<file path="src/rtl/mem_arb_pkg.sv">
// mem_arb_pkg: shared definitions for the memory bus arbiter.
//   - arb_state_e  : transaction FSM encoding (IDLE/BUSY/DONE)
//   - ARB_FIXED / ARB_RR : arbitration mode selectors
//   - ARB_ERR_RDATA : read data returned on an aborted transaction
//   - DEFAULT_TIMEOUT : default BUSY-cycle limit for the optional timeout
//   - done_rdata() : selects the rdata value captured when a transaction ends
package mem_arb_pkg;

  typedef enum logic [1:0] {
    IDLE = 2'd0,
    BUSY = 2'd1,
    DONE = 2'd2
  } arb_state_e;

  localparam int unsigned ARB_FIXED       = 0;
  localparam int unsigned ARB_RR          = 1;
  localparam logic [31:0] ARB_ERR_RDATA   = 32'hDEADBEEF;
  localparam int unsigned DEFAULT_TIMEOUT = 255;

  // Writes return zero, aborted transactions return the error pattern,
  // reads return whatever the memory presented on the completing cycle.
  function automatic logic [31:0] done_rdata(input logic        timed_out,
                                             input logic        we,
                                             input logic [31:0] mem_rdata);
    logic [31:0] r;
    if (timed_out)  r = ARB_ERR_RDATA;
    else if (we)    r = 32'h0;
    else            r = mem_rdata;
    return r;
  endfunction

endpackage

</file>
<file path="src/rtl/mem_bus_arbiter_rr_picker.sv">
// arb_rr_picker: chooses one winner among active requests.
//   clk, rst     : clock, synchronous active-high reset (pointer -> 0)
//   req          : per-master request vector
//   update       : pulse when the current winner is actually granted;
//                  advances the round-robin pointer to winner+1 (wrapping)
//   winner       : index of the chosen master
//   valid        : at least one request is active
// In fixed mode the search always starts at index 0 so the lowest active
// index wins; in round-robin mode it starts at the registered pointer.
module arb_rr_picker
  import mem_arb_pkg::*;
#(
  parameter int unsigned NUM_REQ  = 3,
  parameter int unsigned ARB_MODE = ARB_RR,
  parameter int unsigned IDX_W    = $clog2(NUM_REQ)
) (
  input  logic               clk,
  input  logic               rst,
  input  logic [NUM_REQ-1:0] req,
  input  logic               update,
  output logic [IDX_W-1:0]   winner,
  output logic               valid
);

  logic [IDX_W-1:0]     ptr_q, ptr_d;
  logic [IDX_W-1:0]     start;
  logic [2*NUM_REQ-1:0] req_dbl;
  logic [NUM_REQ-1:0]   req_rot;
  logic [IDX_W-1:0]     offset;
  logic [IDX_W:0]       sum;

  assign start = (ARB_MODE == ARB_FIXED) ? '0 : ptr_q;

  // Rotate requests so that bit 0 is the master at the search start; the
  // lowest set bit of the rotated vector is then the winner's distance.
  assign req_dbl = {req, req} >> start;
  assign req_rot = req_dbl[NUM_REQ-1:0];

  always_comb begin
    offset = '0;
    valid  = 1'b0;
    for (int i = NUM_REQ - 1; i >= 0; i--) begin
      if (req_rot[i]) begin
        valid  = 1'b1;
        offset = IDX_W'(i);
      end
    end
  end

  // Map the rotated distance back to an absolute index, wrapping mod NUM_REQ.
  assign sum    = {1'b0, start} + {1'b0, offset};
  assign winner = (sum >= (IDX_W+1)'(NUM_REQ)) ? IDX_W'(sum - (IDX_W+1)'(NUM_REQ))
                                               : sum[IDX_W-1:0];

  always_comb begin
    ptr_d = ptr_q;
    if (update) begin
      ptr_d = (winner == IDX_W'(NUM_REQ - 1)) ? '0 : winner + IDX_W'(1);
    end
  end

  always_ff @(posedge clk) begin
    if (rst) ptr_q <= '0;
    else     ptr_q <= ptr_d;
  end

endmodule

</file>
<file path="src/rtl/mem_bus_arbiter.sv">
// mem_bus_arbiter: shares one 32-bit memory bus between NUM_REQ masters,
// one transaction at a time (IDLE -> BUSY -> DONE -> IDLE).
//   clk, rst              : clock, synchronous active-high reset
//   req/req_we            : per-master request and write flag
//   req_addr/req_wdata    : flattened per-master address / write data,
//                           master i at [32*i +: 32]
//   ack/err               : one-cycle completion / error pulse (one-hot)
//   rdata                 : read data, meaningful while ack is high
//   gnt/busy              : current owner and bus-occupied flag (BUSY/DONE)
//   mem_addr/mem_wdata    : memory address / write data
//   mem_read/mem_write    : memory strobes, high throughout BUSY
//   mem_rdata/mem_ready   : memory read data / completion
// Optional feature macro: MEM_ARB_TIMEOUT_EN. When defined, a BUSY cycle
// counter aborts a transaction after TIMEOUT_CYCLES cycles without
// mem_ready (ack+err pulse, rdata = ARB_ERR_RDATA). When undefined BUSY
// waits indefinitely and err never asserts.
module mem_bus_arbiter
  import mem_arb_pkg::*;
#(
  parameter int unsigned NUM_REQ        = 3,
  parameter int unsigned ARB_MODE       = ARB_RR,
  parameter int unsigned TIMEOUT_CYCLES = DEFAULT_TIMEOUT
) (
  input  logic                  clk,
  input  logic                  rst,
  input  logic [NUM_REQ-1:0]    req,
  input  logic [NUM_REQ-1:0]    req_we,
  input  logic [NUM_REQ*32-1:0] req_addr,
  input  logic [NUM_REQ*32-1:0] req_wdata,
  output logic [NUM_REQ-1:0]    ack,
  output logic [NUM_REQ-1:0]    err,
  output logic [31:0]           rdata,
  output logic [NUM_REQ-1:0]    gnt,
  output logic                  busy,
  output logic [31:0]           mem_addr,
  output logic [31:0]           mem_wdata,
  output logic                  mem_read,
  output logic                  mem_write,
  input  logic [31:0]           mem_rdata,
  input  logic                  mem_ready
);

  localparam int unsigned IDX_W = $clog2(NUM_REQ);
  localparam int unsigned CNT_W = 16;

  arb_state_e         state_q, state_d;
  logic [IDX_W-1:0]   owner_q, owner_d;
  logic [31:0]        addr_q, addr_d;
  logic [31:0]        wdata_q, wdata_d;
  logic               we_q, we_d;
  logic               mem_read_q, mem_read_d;
  logic               mem_write_q, mem_write_d;
  logic [NUM_REQ-1:0] ack_q, ack_d;
  logic [NUM_REQ-1:0] err_q, err_d;
  logic [NUM_REQ-1:0] gnt_q, gnt_d;
  logic               busy_q, busy_d;
  logic [31:0]        rdata_q, rdata_d;

  logic [IDX_W-1:0]   pick_winner;
  logic               pick_valid;
  logic               pick_update;
  logic               timeout_hit;

  logic [31:0] addr_arr  [NUM_REQ];
  logic [31:0] wdata_arr [NUM_REQ];

  for (genvar gi = 0; gi < NUM_REQ; gi++) begin : g_unpack
    assign addr_arr[gi]  = req_addr[32*gi +: 32];
    assign wdata_arr[gi] = req_wdata[32*gi +: 32];
  end

  arb_rr_picker #(
    .NUM_REQ  (NUM_REQ),
    .ARB_MODE (ARB_MODE),
    .IDX_W    (IDX_W)
  ) u_picker (
    .clk    (clk),
    .rst    (rst),
    .req    (req),
    .update (pick_update),
    .winner (pick_winner),
    .valid  (pick_valid)
  );

`ifdef MEM_ARB_TIMEOUT_EN
  logic [CNT_W-1:0] cnt_q, cnt_d;

  // Zero outside BUSY, so it is already clear on the first BUSY cycle.
  always_comb begin
    cnt_d = cnt_q;
    if (state_q != BUSY)  cnt_d = '0;
    else if (!mem_ready)  cnt_d = cnt_q + CNT_W'(1);
  end

  always_ff @(posedge clk) begin
    if (rst) cnt_q <= '0;
    else     cnt_q <= cnt_d;
  end

  // Fires on the BUSY cycle whose increment would reach the limit;
  // mem_ready on that same cycle takes precedence.
  assign timeout_hit = !mem_ready && ((32'(cnt_q) + 32'd1) >= TIMEOUT_CYCLES);
`else
  assign timeout_hit = 1'b0;
  logic unused_timeout_cfg;
  assign unused_timeout_cfg = (TIMEOUT_CYCLES != 0) && (CNT_W != 0);
`endif

  always_comb begin
    state_d     = state_q;
    owner_d     = owner_q;
    addr_d      = addr_q;
    wdata_d     = wdata_q;
    we_d        = we_q;
    mem_read_d  = mem_read_q;
    mem_write_d = mem_write_q;
    gnt_d       = gnt_q;
    busy_d      = busy_q;
    rdata_d     = rdata_q;
    ack_d       = '0;
    err_d       = '0;
    pick_update = 1'b0;

    case (state_q)
      IDLE: begin
        if (pick_valid) begin
          pick_update        = 1'b1;
          owner_d            = pick_winner;
          addr_d             = addr_arr[pick_winner];
          wdata_d            = wdata_arr[pick_winner];
          we_d               = req_we[pick_winner];
          mem_read_d         = ~req_we[pick_winner];
          mem_write_d        = req_we[pick_winner];
          gnt_d              = '0;
          gnt_d[pick_winner] = 1'b1;
          busy_d             = 1'b1;
          state_d            = BUSY;
        end
      end
      BUSY: begin
        if (mem_ready || timeout_hit) begin
          rdata_d        = done_rdata(!mem_ready, we_q, mem_rdata);
          ack_d[owner_q] = 1'b1;
          err_d[owner_q] = !mem_ready;
          mem_read_d     = 1'b0;
          mem_write_d    = 1'b0;
          state_d        = DONE;
        end
      end
      DONE: begin
        // No arbitration here: a request still high is seen next in IDLE.
        gnt_d   = '0;
        busy_d  = 1'b0;
        state_d = IDLE;
      end
      default: state_d = IDLE;
    endcase
  end

  always_ff @(posedge clk) begin
    if (rst) begin
      state_q     <= IDLE;
      owner_q     <= '0;
      addr_q      <= '0;
      wdata_q     <= '0;
      we_q        <= 1'b0;
      mem_read_q  <= 1'b0;
      mem_write_q <= 1'b0;
      ack_q       <= '0;
      err_q       <= '0;
      gnt_q       <= '0;
      busy_q      <= 1'b0;
      rdata_q     <= '0;
    end else begin
      state_q     <= state_d;
      owner_q     <= owner_d;
      addr_q      <= addr_d;
      wdata_q     <= wdata_d;
      we_q        <= we_d;
      mem_read_q  <= mem_read_d;
      mem_write_q <= mem_write_d;
      ack_q       <= ack_d;
      err_q       <= err_d;
      gnt_q       <= gnt_d;
      busy_q      <= busy_d;
      rdata_q     <= rdata_d;
    end
  end

  assign ack       = ack_q;
  assign err       = err_q;
  assign rdata     = rdata_q;
  assign gnt       = gnt_q;
  assign busy      = busy_q;
  assign mem_addr  = addr_q;
  assign mem_wdata = wdata_q;
  assign mem_read  = mem_read_q;
  assign mem_write = mem_write_q;

endmodule

</file>
<file path="config.mk">
export PLATFORM = sky130hd
export DESIGN_NAME = mem_bus_arbiter
export DESIGN_NICKNAME = d
export VERILOG_FILES = /design/src/rtl/mem_arb_pkg.sv /design/src/rtl/mem_bus_arbiter_rr_picker.sv /design/src/rtl/mem_bus_arbiter.sv
export SDC_FILE = /design/constraint.sdc
export NUM_CORES = 1
export LEC_CHECK = 0
export CAP_MARGIN = 15
export CORE_AREA = 2 2 133 135
export CTS_CLUSTER_SIZE = 25
export DETAILED_ROUTE_END_ITERATION = 8
export DIE_AREA = 0 0 135 137
export PLACE_DENSITY_LB_ADDON = 0.2
export SYNTH_ARGS = -nofsm -noshare
export SYNTH_HDL_FRONTEND = slang
export SYNTH_SLANG_ARGS = --single-unit
</file>
<file path="constraint.sdc">
create_clock -name clk -period 4.7 [get_ports clk]
set_input_delay 0.47 -clock clk [delete_from_list [all_inputs] [get_ports clk]]
set_output_delay 0.47 -clock clk [all_outputs]
set_load 0.01 [all_outputs]
</file>
==> flow_metrics.tcl <==
set metrics [dict create \
    avgSynthCellArea_sq_um 9.489 \
    numClockSinks 115 \
    hold_ws_ns 0.4070 \
    wl_per_cell_um 17.56 \
    worst_pin_slew_ns 0.9473 \
    end_kind "flip-flop" \
    fin_tns_setup_ns 0 \
    cts-root-buf "clkbuf_16" \
    power_switching_share_pct 38.95 \
    core_sq_mm 0.01706 \
    max_freq_mhz 245.3 \
    grt_max_degree 77 \
    seq_area_frac_synth_pct 44.11 \
    required_ns 4.96 \
    drv_cap 0 \
    synth.area.mux_share_pct 14.79 \
    powerDensity_mw_per_mm2 660.9 \
    pwr-share-clk_pct 21.5 \
    cts_tree "done" \
    power.internal_mw 3.801 \
    path_buf_inv 5 \
    initial_core_util_pct 30.60 \
    post-route-min-period_ns 4.076 \
    p_leak_nw 3.499 \
    synth_edf_count 0 \
    hold_viol_final 0 \
    seq_power_share_pct 22.9 \
    drive_gt1_share_pct 14.07 \
    n_antenna_cell 0 \
    area_delta_synth_final_pct 80.51 \
    synth_top_family_by_area "compound AO/OA/AOI/OAI gates" \
    yosys.area_share.simple_pct 16.59 \
    setup_viol 0 \
    cpMostUsedCell "inv_1" \
    dieWidth_um 135 \
    yosys-top-cells-count "dfxtp_1 (115), mux2_2 (58), nand2_1 (51)" \
    ys.warnings.count 0 \
    synthXorXnorAreaFrac_pct 0 \
    post_drt_via_cell_ratio 5.089 \
    critPathSlowestCell "clkdlybuf4s50_1" \
    grt_first_pass_wirelength_um 29930 \
    critPathKind "in2reg" \
    synth_fa_ha_area_share_pct 0.8631 \
    wl_um 19420 \
    synth_top_area_share_pct 44.11 \
    grt_setup_unrepaired "no" \
    grt_pass1_vias 5705 \
    clkSlewWorstSetupHoldPaths_ns 0.06 \
    cts_hold_buf 0 \
    hpwl_um 13960 \
    pwr-share-comb_pct 55.6 \
    syn_inst 550 \
    cp_cell_sequence "clkdlybuf4s50_1 > inv_1 > or3_1 > a31oi_1 > ha_1 > inv_1 > fa_1 > inv_1 > ha_1 > nor2b_4 > mux2i_4 > buf_12 > mux2_2 > a221oi_1 > nor3_1" \
    vias 5628 \
    antenna_found_initial 0 \
    post-synth-top-count-cell "dfxtp_1" \
    finalNetCount 1104 \
    dieHeight_um 137 \
    synth_top_cell_by_area "dfxtp_1" \
    clkLatencyLatePin_ns 0.42 \
    synth_seq_cells 115 \
    vdd_ir_drop_max_v 0.0007060 \
    finClkSkew_ns 0.006684 \
    drtIter0Drc 234 \
    relSlewSlack_pct 36.84 \
    outcome "completed" \
    syn_area_sq_mm 0.005219 \
    cp.arrival_ns 4.34 \
    critical_path.top_delay_family "buffers and inverters" \
    postCtsSetupBuffers 0 \
    rows 48 \
    grtUsageTotal_pct 20.78 \
    pin_count 341 \
    dieArea_sq_mm 0.01850 \
    synth_compound_area_share_pct 18.58 \
    io_buffer_count 340 \
    slew_viol_final 0 \
    gr-total-overflow 0 \
    cp_max_fo 53 \
    max_stage_delay_ns 0.55 \
    firstDrtPassIters 4 \
    synth_cell_types 40 \
    synth_ff_type "dfxtp_1" \
    crit_path_start_kind "input port" \
    post-route-period-util_pct 86.73 \
    synth_area_leaders "dfxtp_1 (44%), mux2_2 (13%), a221oi_1 (6.0%)" \
    p_switching_mw 2.425 \
    cts_buffer_depth 2 \
    cts_buffers 17 \
    final_antenna_net_count 0 \
    drcViolationCount 0 \
    ys_async_sr_fraction_pct 0 \
    globalplace.congestion 0.7852 \
    cts_resized 0 \
    cts_max_level 4 \
    hold_path_class "in2reg" \
]
power by group through the flow:
stage	Clock, mW	Sequential [mW]	Combinational [mW]
detailed placement	0	1.44	3.48
floorplan	0	1.53	2.13
CTS	1.38	1.42	3.50
finish	1.34	1.42	3.46
global placement	0	1.43	3.41
global route	1.43	1.46	3.74
worst paths after layout:
kind                                      to  slack, ns  cells after the start               from
worst max-delay path            mem_wdata[1]       0.62                     15             req[2]
worst min-delay path                  ack[0]       0.41                      3                rst
worst max register to register  mem_wdata[1]       0.84                     13  u_picker.ptr_q[1]
worst min register to register        gnt[1]       0.47                      2             gnt[1]
cell usage in the layout (no fill, tap or decap), types with 22 or more instances in the layout:
cell,synthesis,layout
a22o_1,32,32
clkdlybuf4s50_1,0,339
mux2_2,58,58
dfxtp_1,115,115
nor2_1,50,49
nor3_1,47,47
a221oi_1,36,36
a31oi_1,23,23
nand2_1,51,51
nand3_1,22,22
cell type report:
class | count | area (sq um)
clock inverter | 15 | 186.4
sequential | 115 | 2302
fill | 1506 | 7636
multi-input combinational | 378 | 2693
tap | 225 | 281.5
clock buffer | 17 | 425.4
timing repair buffer | 349 | 3506
inverter | 7 | 26.28
sequential cells by signal, indices dropped and copies added (netlist names), 2 cells and up:
name            flops
u_picker.ptr_q      2
gnt                 3
ack                 3
state_q             2
owner_q             2
mem_wdata          32
mem_addr           32
rdata              32
err                 3
routing by layer:
metal | track usage [%] | up-vias | wire length (um)
met2 | 35.84 | 245 | 9608
met5 | 0 | - | 0
met3 | 7.407 | 46 | 1628
li1 | - | 2676 | -
met4 | 10.36 | 0 | 674
met1 | 22.65 | 2661 | 7511
per-stage QoR:
stage                     instances  worst slack [ns]  util (%)  cell area, sq um  power (mW)
after floorplan                 552             1.316         -              5226       3.661
after global placement         1072            0.3434     51.47              8778       4.836
after detailed placement       1072            0.2330     51.47              8778       4.923
after CTS                      1104            0.6575     55.05              9390       6.300
after global routing           1106            0.3260     55.23              9420       6.623
final                          1106            0.6236     55.23              9420       6.226
kinds of logic (layout without fill, tap and decap cells):
kind of cell | Yosys count | in the layout
and+or+nand+nor | 189 | 189
other | 1 | 3
AOI/OAI and AO/OA | 117 | 117
DFF | 115 | 115
adders and majority gates | 3 | 3
buffers and inverters | 59 | 388
muxes | 66 | 66
worst min-delay path, cell delays in order:
cell and delay [ns]:
buf_2 0.09, or2_2 0.16, nor3_1 0.05
(Power assumes the default switching activity.)
